## src/rtl/dual_issue_scheduler_pkg.sv

```systemverilog
// Shared types for the dual-issue scheduler: the decoded packet handed from
// decode through the issue queue to the two ALU lanes.
package dual_issue_scheduler_pkg;

    localparam int         PKT_DW   = 32;
    localparam logic [4:0] REG_ZERO = 5'd0;

    typedef struct packed {
        logic [4:0]        rd;
        logic [4:0]        rs1;
        logic [4:0]        rs2;
        logic              RegWrite;
        logic              UsesRs1;
        logic              UsesRs2;
        logic              Solo;
        logic [3:0]        ALUCtrl;
        logic              ALUSrcB;
        logic [PKT_DW-1:0] RD1;
        logic [PKT_DW-1:0] RD2;
        logic [PKT_DW-1:0] ImmExt;
    } issue_pkt_t;

endpackage

```

## src/rtl/dual_issue_scheduler_pair_check.sv

```systemverilog
// Decides whether two adjacent queue entries may issue together: neither is
// Solo and the younger has no RAW/WAW hazard on the older's destination.
module issue_pair_check
    import dual_issue_scheduler_pkg::*;
(
    input  issue_pkt_t older,
    input  issue_pkt_t younger,
    output logic       pair_ok
);

    logic raw;
    logic waw;

    always_comb begin
        raw = older.RegWrite && (older.rd != REG_ZERO) &&
              ((younger.UsesRs1 && (younger.rs1 == older.rd)) ||
               (younger.UsesRs2 && (younger.rs2 == older.rd)));
        waw = older.RegWrite && younger.RegWrite &&
              (older.rd != REG_ZERO) && (older.rd == younger.rd);
        pair_ok = !older.Solo && !younger.Solo && !raw && !waw;
    end

    // Fields that play no part in hazard detection.
    logic unused_fields;
    assign unused_fields = ^{older.rs1, older.rs2, older.UsesRs1, older.UsesRs2,
                             older.ALUCtrl, older.ALUSrcB, older.RD1, older.RD2, older.ImmExt,
                             younger.ALUCtrl, younger.ALUSrcB, younger.RD1, younger.RD2,
                             younger.ImmExt};

endmodule

```

## src/rtl/dual_issue_scheduler.sv

```systemverilog
// In-order issue queue feeding two ALU lanes; the oldest entry goes to lane A
// and the next one joins it in lane B when the pair is hazard-free.
module dual_issue_scheduler
    import dual_issue_scheduler_pkg::*;
#(
    parameter int DATA_WIDTH = 32,
    parameter int DEPTH      = 4
) (
    input  logic        clk_i,
    input  logic        rst_n_i,
    input  logic [1:0]  InValid_i,
    input  issue_pkt_t  InPkt0_i,
    input  issue_pkt_t  InPkt1_i,
    output logic        InReady_o,
    input  logic        Stall_i,
    input  logic        Flush_i,
    output logic        IssueValidA_o,
    output logic        IssueValidB_o,
    output issue_pkt_t  IssuePktA_o,
    output issue_pkt_t  IssuePktB_o,
    output logic [31:0] DualCount_o
);

    localparam int PW = $clog2(DEPTH);
    localparam int CW = $clog2(DEPTH + 1);

    if (DATA_WIDTH != PKT_DW) begin : g_dw_mismatch
        $error("DATA_WIDTH must match the packet operand width");
    end

    issue_pkt_t      mem [DEPTH];
    logic [PW-1:0]   head, tail, head_nxt, tail_nxt;
    logic [CW-1:0]   count, n_push, n_pop;
    logic            push_ok, issue_a, issue_b, pair_ok;
    issue_pkt_t      head_pkt, next_pkt;

    assign head_nxt  = head + PW'(1);
    assign tail_nxt  = tail + PW'(1);
    assign head_pkt  = mem[head];
    assign next_pkt  = mem[head_nxt];
    // Readiness looks only at the registered count, never at this cycle's pops.
    assign InReady_o = (count <= CW'(DEPTH - 2));

    issue_pair_check u_pair_check (
        .older   (head_pkt),
        .younger (next_pkt),
        .pair_ok (pair_ok)
    );

    always_comb begin
        push_ok = InReady_o && !Flush_i;
        n_push  = '0;
        if (push_ok && (InValid_i == 2'b01))
            n_push = CW'(1);
        else if (push_ok && (InValid_i == 2'b11))
            n_push = CW'(2);
        issue_a = !Stall_i && (count != '0);
        issue_b = issue_a && (count >= CW'(2)) && pair_ok;
        n_pop   = CW'(issue_a) + CW'(issue_b);
    end

    always_ff @(posedge clk_i) begin
        if (n_push != '0)
            mem[tail] <= InPkt0_i;
        if (n_push == CW'(2))
            mem[tail_nxt] <= InPkt1_i;
    end

    always_ff @(posedge clk_i or negedge rst_n_i) begin
        if (!rst_n_i) begin
            head  <= '0;
            tail  <= '0;
            count <= '0;
        end else if (Flush_i) begin
            head  <= '0;
            tail  <= '0;
            count <= '0;
        end else begin
            head  <= head + PW'(n_pop);
            tail  <= tail + PW'(n_push);
            count <= count + n_push - n_pop;
        end
    end

    always_ff @(posedge clk_i or negedge rst_n_i) begin
        if (!rst_n_i) begin
            IssueValidA_o <= 1'b0;
            IssueValidB_o <= 1'b0;
            IssuePktA_o   <= '0;
            IssuePktB_o   <= '0;
            DualCount_o   <= '0;
        end else if (Flush_i) begin
            IssueValidA_o <= 1'b0;
            IssueValidB_o <= 1'b0;
            IssuePktA_o   <= '0;
            IssuePktB_o   <= '0;
        end else if (!Stall_i) begin
            IssueValidA_o <= issue_a;
            IssueValidB_o <= issue_b;
            IssuePktA_o   <= issue_a ? head_pkt : '0;
            IssuePktB_o   <= issue_b ? next_pkt : '0;
            if (issue_b)
                DualCount_o <= DualCount_o + 32'd1;
        end
    end

endmodule
```

## config.mk

```make
export PLATFORM = sky130hd
export DESIGN_NAME = dual_issue_scheduler
export DESIGN_NICKNAME = d
export VERILOG_FILES = /design/src/rtl/dual_issue_scheduler_pkg.sv /design/src/rtl/dual_issue_scheduler_pair_check.sv /design/src/rtl/dual_issue_scheduler.sv
export SDC_FILE = /design/constraint.sdc
export NUM_CORES = 1
export LEC_CHECK = 0
export ABC_AREA = 1
export CORE_MARGIN = 5
export CORE_UTILIZATION = 40
export CTS_BUF_LIST = sky130_fd_sc_hd__clkbuf_16
export CTS_CLUSTER_DIAMETER = 120
export DETAILED_ROUTE_END_ITERATION = 12
export PLACE_DENSITY_LB_ADDON = 0.3
export SYNTH_ARGS = -nofsm -noshare
export SYNTH_HDL_FRONTEND = slang
export SYNTH_SLANG_ARGS = --single-unit
```

## constraint.sdc

```tcl
create_clock -name clk_i -period 26.9 [get_ports clk_i]
set_input_delay 8.07 -clock clk_i [delete_from_list [all_inputs] [get_ports clk_i]]
set_output_delay 8.07 -clock clk_i [all_outputs]
set_load 0.02 [all_outputs]
```

==> summary.md <==
| Metric | Value |
|---|---|
| Worst r2r src | `head[1]$_DFF_PN0_` |
| Worst reg2reg path endpoint | `IssuePktB_o[20]$_DFFE_PN0P_` |
| GR Util All Layers | `0.258` |
| DP HPWL | `82400 um` |
| Buffer depth of the longest clock path | `3` |
| Rows | `113` |
| Clk_skew | `32.3 ps` |
| CTS tree | `built` |
| Kind of critical path | `input port to flop` |
| DR iter-0 viols | `3843` |
| Mapped Cells | `4313` |
| Yosys cell types | `34` |
| #FFs+latches synth | `761` |
| Worst min path class | `flop to flop` |
| Clk sinks | `761` |
| Post-Place Worst Slack | `13860 ps` |
| Comb power frac | `0.299` |
| Routed len/inst | `22.9 um` |
| Worst slew pin tran | `1140 ps` |
| Largest net degree at the start of global routing | `213` |
| Critical path data arrival time | `12640 ps` |
| FILL cells | `8680` |
| TritonRoute pass-1 iters | `6` |
| Hold path endpoint | `IssuePktB_o[63]$_DFFE_PN0P_` |
| Post-CTS setup buffer count | `0` |
| CP startpoint | `Flush_i` |
| Clk slew on worst S/H paths | `50 ps` |
| Final wirelength | `137000 um` |
| P_int | `2.36 mW` |
| Reg2reg setup slack | `20960 ps` |
| Vias in the first global route | `32399` |
| Worst-path maximum fanout | `102` |
| Most frequent cell after synthesis | `nand2_1` |
| Total negative slack | `0 ps` |
| Setup-failing EPs final | `0` |
| Clk root buf | `clkbuf_16` |
| Avg Inst Size Synth | `8.82 sq um` |
| Most frequent cells after synthesis | `nand2_1 (1298), o21ai_0 (729), edfxtp_1 (480)` |
| Syn nets | `4567` |
| Area of the mapped netlist | `38100 sq um` |
| Die H | `318 um` |
| First-pass GRT wire length | `203000 um` |
| Clk pwr share | `0.310` |
| Vias/cell | `5.66` |
| PortBufs | `520` |
| Fraction of layout cells with a size suffix above 1 | `0.0413` |
| Core footprint | `94700 sq um` |
| Hold buffers post-CTS | `0` |
| Initial Utilization | `0.402` |
| Async set-or-reset flop fraction in the synthesized netlist | `0.369` |
| Maximum vdd drop | `0.0544 mV` |
| Placed cell areas | `44000 sq um` |
| Area contributors post-synth | `edfxtp_1 (38%), dfrtp_1 (18%), nand2_1 (13%), o21ai_0 (9.6%), nand4_1 (2.6%)` |
| Crit share post-route | `0.460` |
| Final Max Tran Viols | `0` |
| Design area | `46700 sq um` |
| Hold_ws | `478 ps` |
| Crit path launch type | `input port` |
| Final setup margin | `14520 ps` |
| Die footprint | `101000 sq um` |
| Crit. End Element | `flop` |
| Number of synthesized flops with an enable pin | `480` |
| Layout area overhead | `22.8%` |
| Largest area contributor in the netlist | `edfxtp_1` |
| Synth top area share | `0.379` |
| Min-Delay Startpoint | `IssuePktB_o[63]$_DFFE_PN0P_` |
| Sw Pwr | `1.31 mW` |
| GRT overflow | `0` |
| Path depth of the worst reg2reg path | `10` |
| DR vias | `33857` |
| Final hold violations | `0` |
| Post_cts resized | `0` |
| RD Place Congestion | `0.889` |
| Required time worst endpoint | `27160 ps` |
| Sequential element share of the synthesized area | `0.564` |
| RSZ-0062 raised after global routing | `no` |
| DRC viols | `0` |
| Ports | `521` |
| Max Clk Rate | `0.0808 GHz` |
| Die W | `318 um` |
| Worst-Skew Late Latency | `660 ps` |
| Pwr Density | `78.5 nW/um^2` |
| Sw frac | `0.358` |
| Routed Antenna Nets | `0` |
| Tmin final | `12380 ps` |
| Run status | `complete, no violations` |
| Initial antenna violation count | `21` |
| Nets | `4882` |
| Worst Hold Path Cells | `2` |
| Leak | `20.0 nW` |
| Sequential share of power | `0.392` |
| Relative slew slack | `0.237` |
| Top FF cell, synth | `edfxtp_1` |
| Number of buffers created by CTS | `85` |
| Max-Cap Viols | `0` |
| Synth warn | `0` |
| H-Tree Depth | `3` |
==> metal layers <==
layer | wire length (um) | part of all wire | track usage | vias to the layer above
li1 | - | - | - | 15684
met1 | 55400 | 0.40 | 0.345 | 16175
met2 | 64100 | 0.47 | 0.416 | 1722
met3 | 12700 | 0.093 | 0.0520 | 268
met4 | 4680 | 0.034 | 0.0978 | 8
met5 | 58 | 0.00042 | 0 | -
==> how the worst max path moves through the flow <==
stage               slack, ps                    to  cells after the start
CTS                     14540  mem[2][56]$_DFFE_PP_                      9
global route            14310  mem[2][56]$_DFFE_PP_                      9
detailed placement      13860  mem[2][49]$_DFFE_PP_                      9
finish                  14520  mem[0][77]$_DFFE_PP_                     10
floorplan                9100   mem[0][0]$_DFFE_PP_                      6
global placement        13950  mem[2][53]$_DFFE_PP_                      9
==> metrics by stage <==
stage	cells	utilization	power (mW)
floorplan	4313	-	2.09
CTS	5965	0.493	3.67
finish	5982	0.493	3.67
global route	5975	0.493	3.83
detailed placement	5806	0.465	2.54
global placement	5806	0.465	2.53
==> cells by family after synthesis <==
| kind of cell | share of synthesized area |
|---|---|
| fa+ha+maj | 0.00302 |
| flops | 0.564 |
| xor+xnor | 0.00829 |
| simple gates | 0.186 |
| buf+inv | 0.0631 |
| compound gates | 0.176 |
==> critical path, stage by stage <==
cell             delay [ps]
clkdlybuf4s50_1         710
inv_6                   830
nand3_1                 290
inv_1                   180
nand2_1                 130
inv_1                   280
nand3_4                 460
o21ai_4                 430
buf_4                   420
buf_4                   700
==> layout by cell type, fill, tap and decap left out, types with 9 or more instances in the layout <==
| cell type | count |
|---|---|
| o22ai_1 | 110 |
| o221ai_1 | 11 |
| nor3_1 | 13 |
| a221oi_1 | 9 |
| nand2_1 | 1293 |
| nand4_1 | 158 |
| a32o_1 | 93 |
| a21oi_1 | 187 |
| xor2_1 | 27 |
| a22o_1 | 20 |
| clkdlybuf4s50_1 | 519 |
| a211oi_1 | 14 |
| edfxtp_1 | 480 |
| clkinv_1 | 13 |
| clkbuf_16 | 87 |
| inv_1 | 287 |
| nand3_1 | 125 |
| xnor2_1 | 9 |
| clkinv_2 | 15 |
| diode_2 | 17 |
| buf_4 | 48 |
| nor2_1 | 113 |
| dfrtp_1 | 279 |
| o21ai_0 | 728 |
==> state kept, by name (all words and copies together), names as in the netlist <==
register,flops
IssuePktB_o,120
IssueValidB_o,1
count,3
IssuePktA_o,120
DualCount_o,32
IssueValidA_o,1
head,2
mem,480
tail,2
==> power groups by stage <==
stage          logic [mW]  registers [mW]  clock network, mW
3_3_place_gp         1.07            1.46                  0
2_1_floorplan       0.578            1.51                  0
5_1_grt              1.18            1.45               1.20
3_5_place_dp         1.08            1.46                  0
4_1_cts              1.09            1.44               1.15
6_report             1.10            1.44               1.14
==> layout make-up <==
type                            count  area (sq um)  area share
Sequential cell                   761         21500       0.459
Multi-Input combinational cell   2947         14300       0.307
Timing Repair Buffer              570          5610       0.120
Clock buffer                       87          2180      0.0466
Tap cell                         1265          1580      0.0339
Inverter                          263          1010      0.0216
Clock inverter                     72           508      0.0109
Antenna cell                       17          42.5    0.000910
Note: power is estimated with default switching activity, not from simulation.
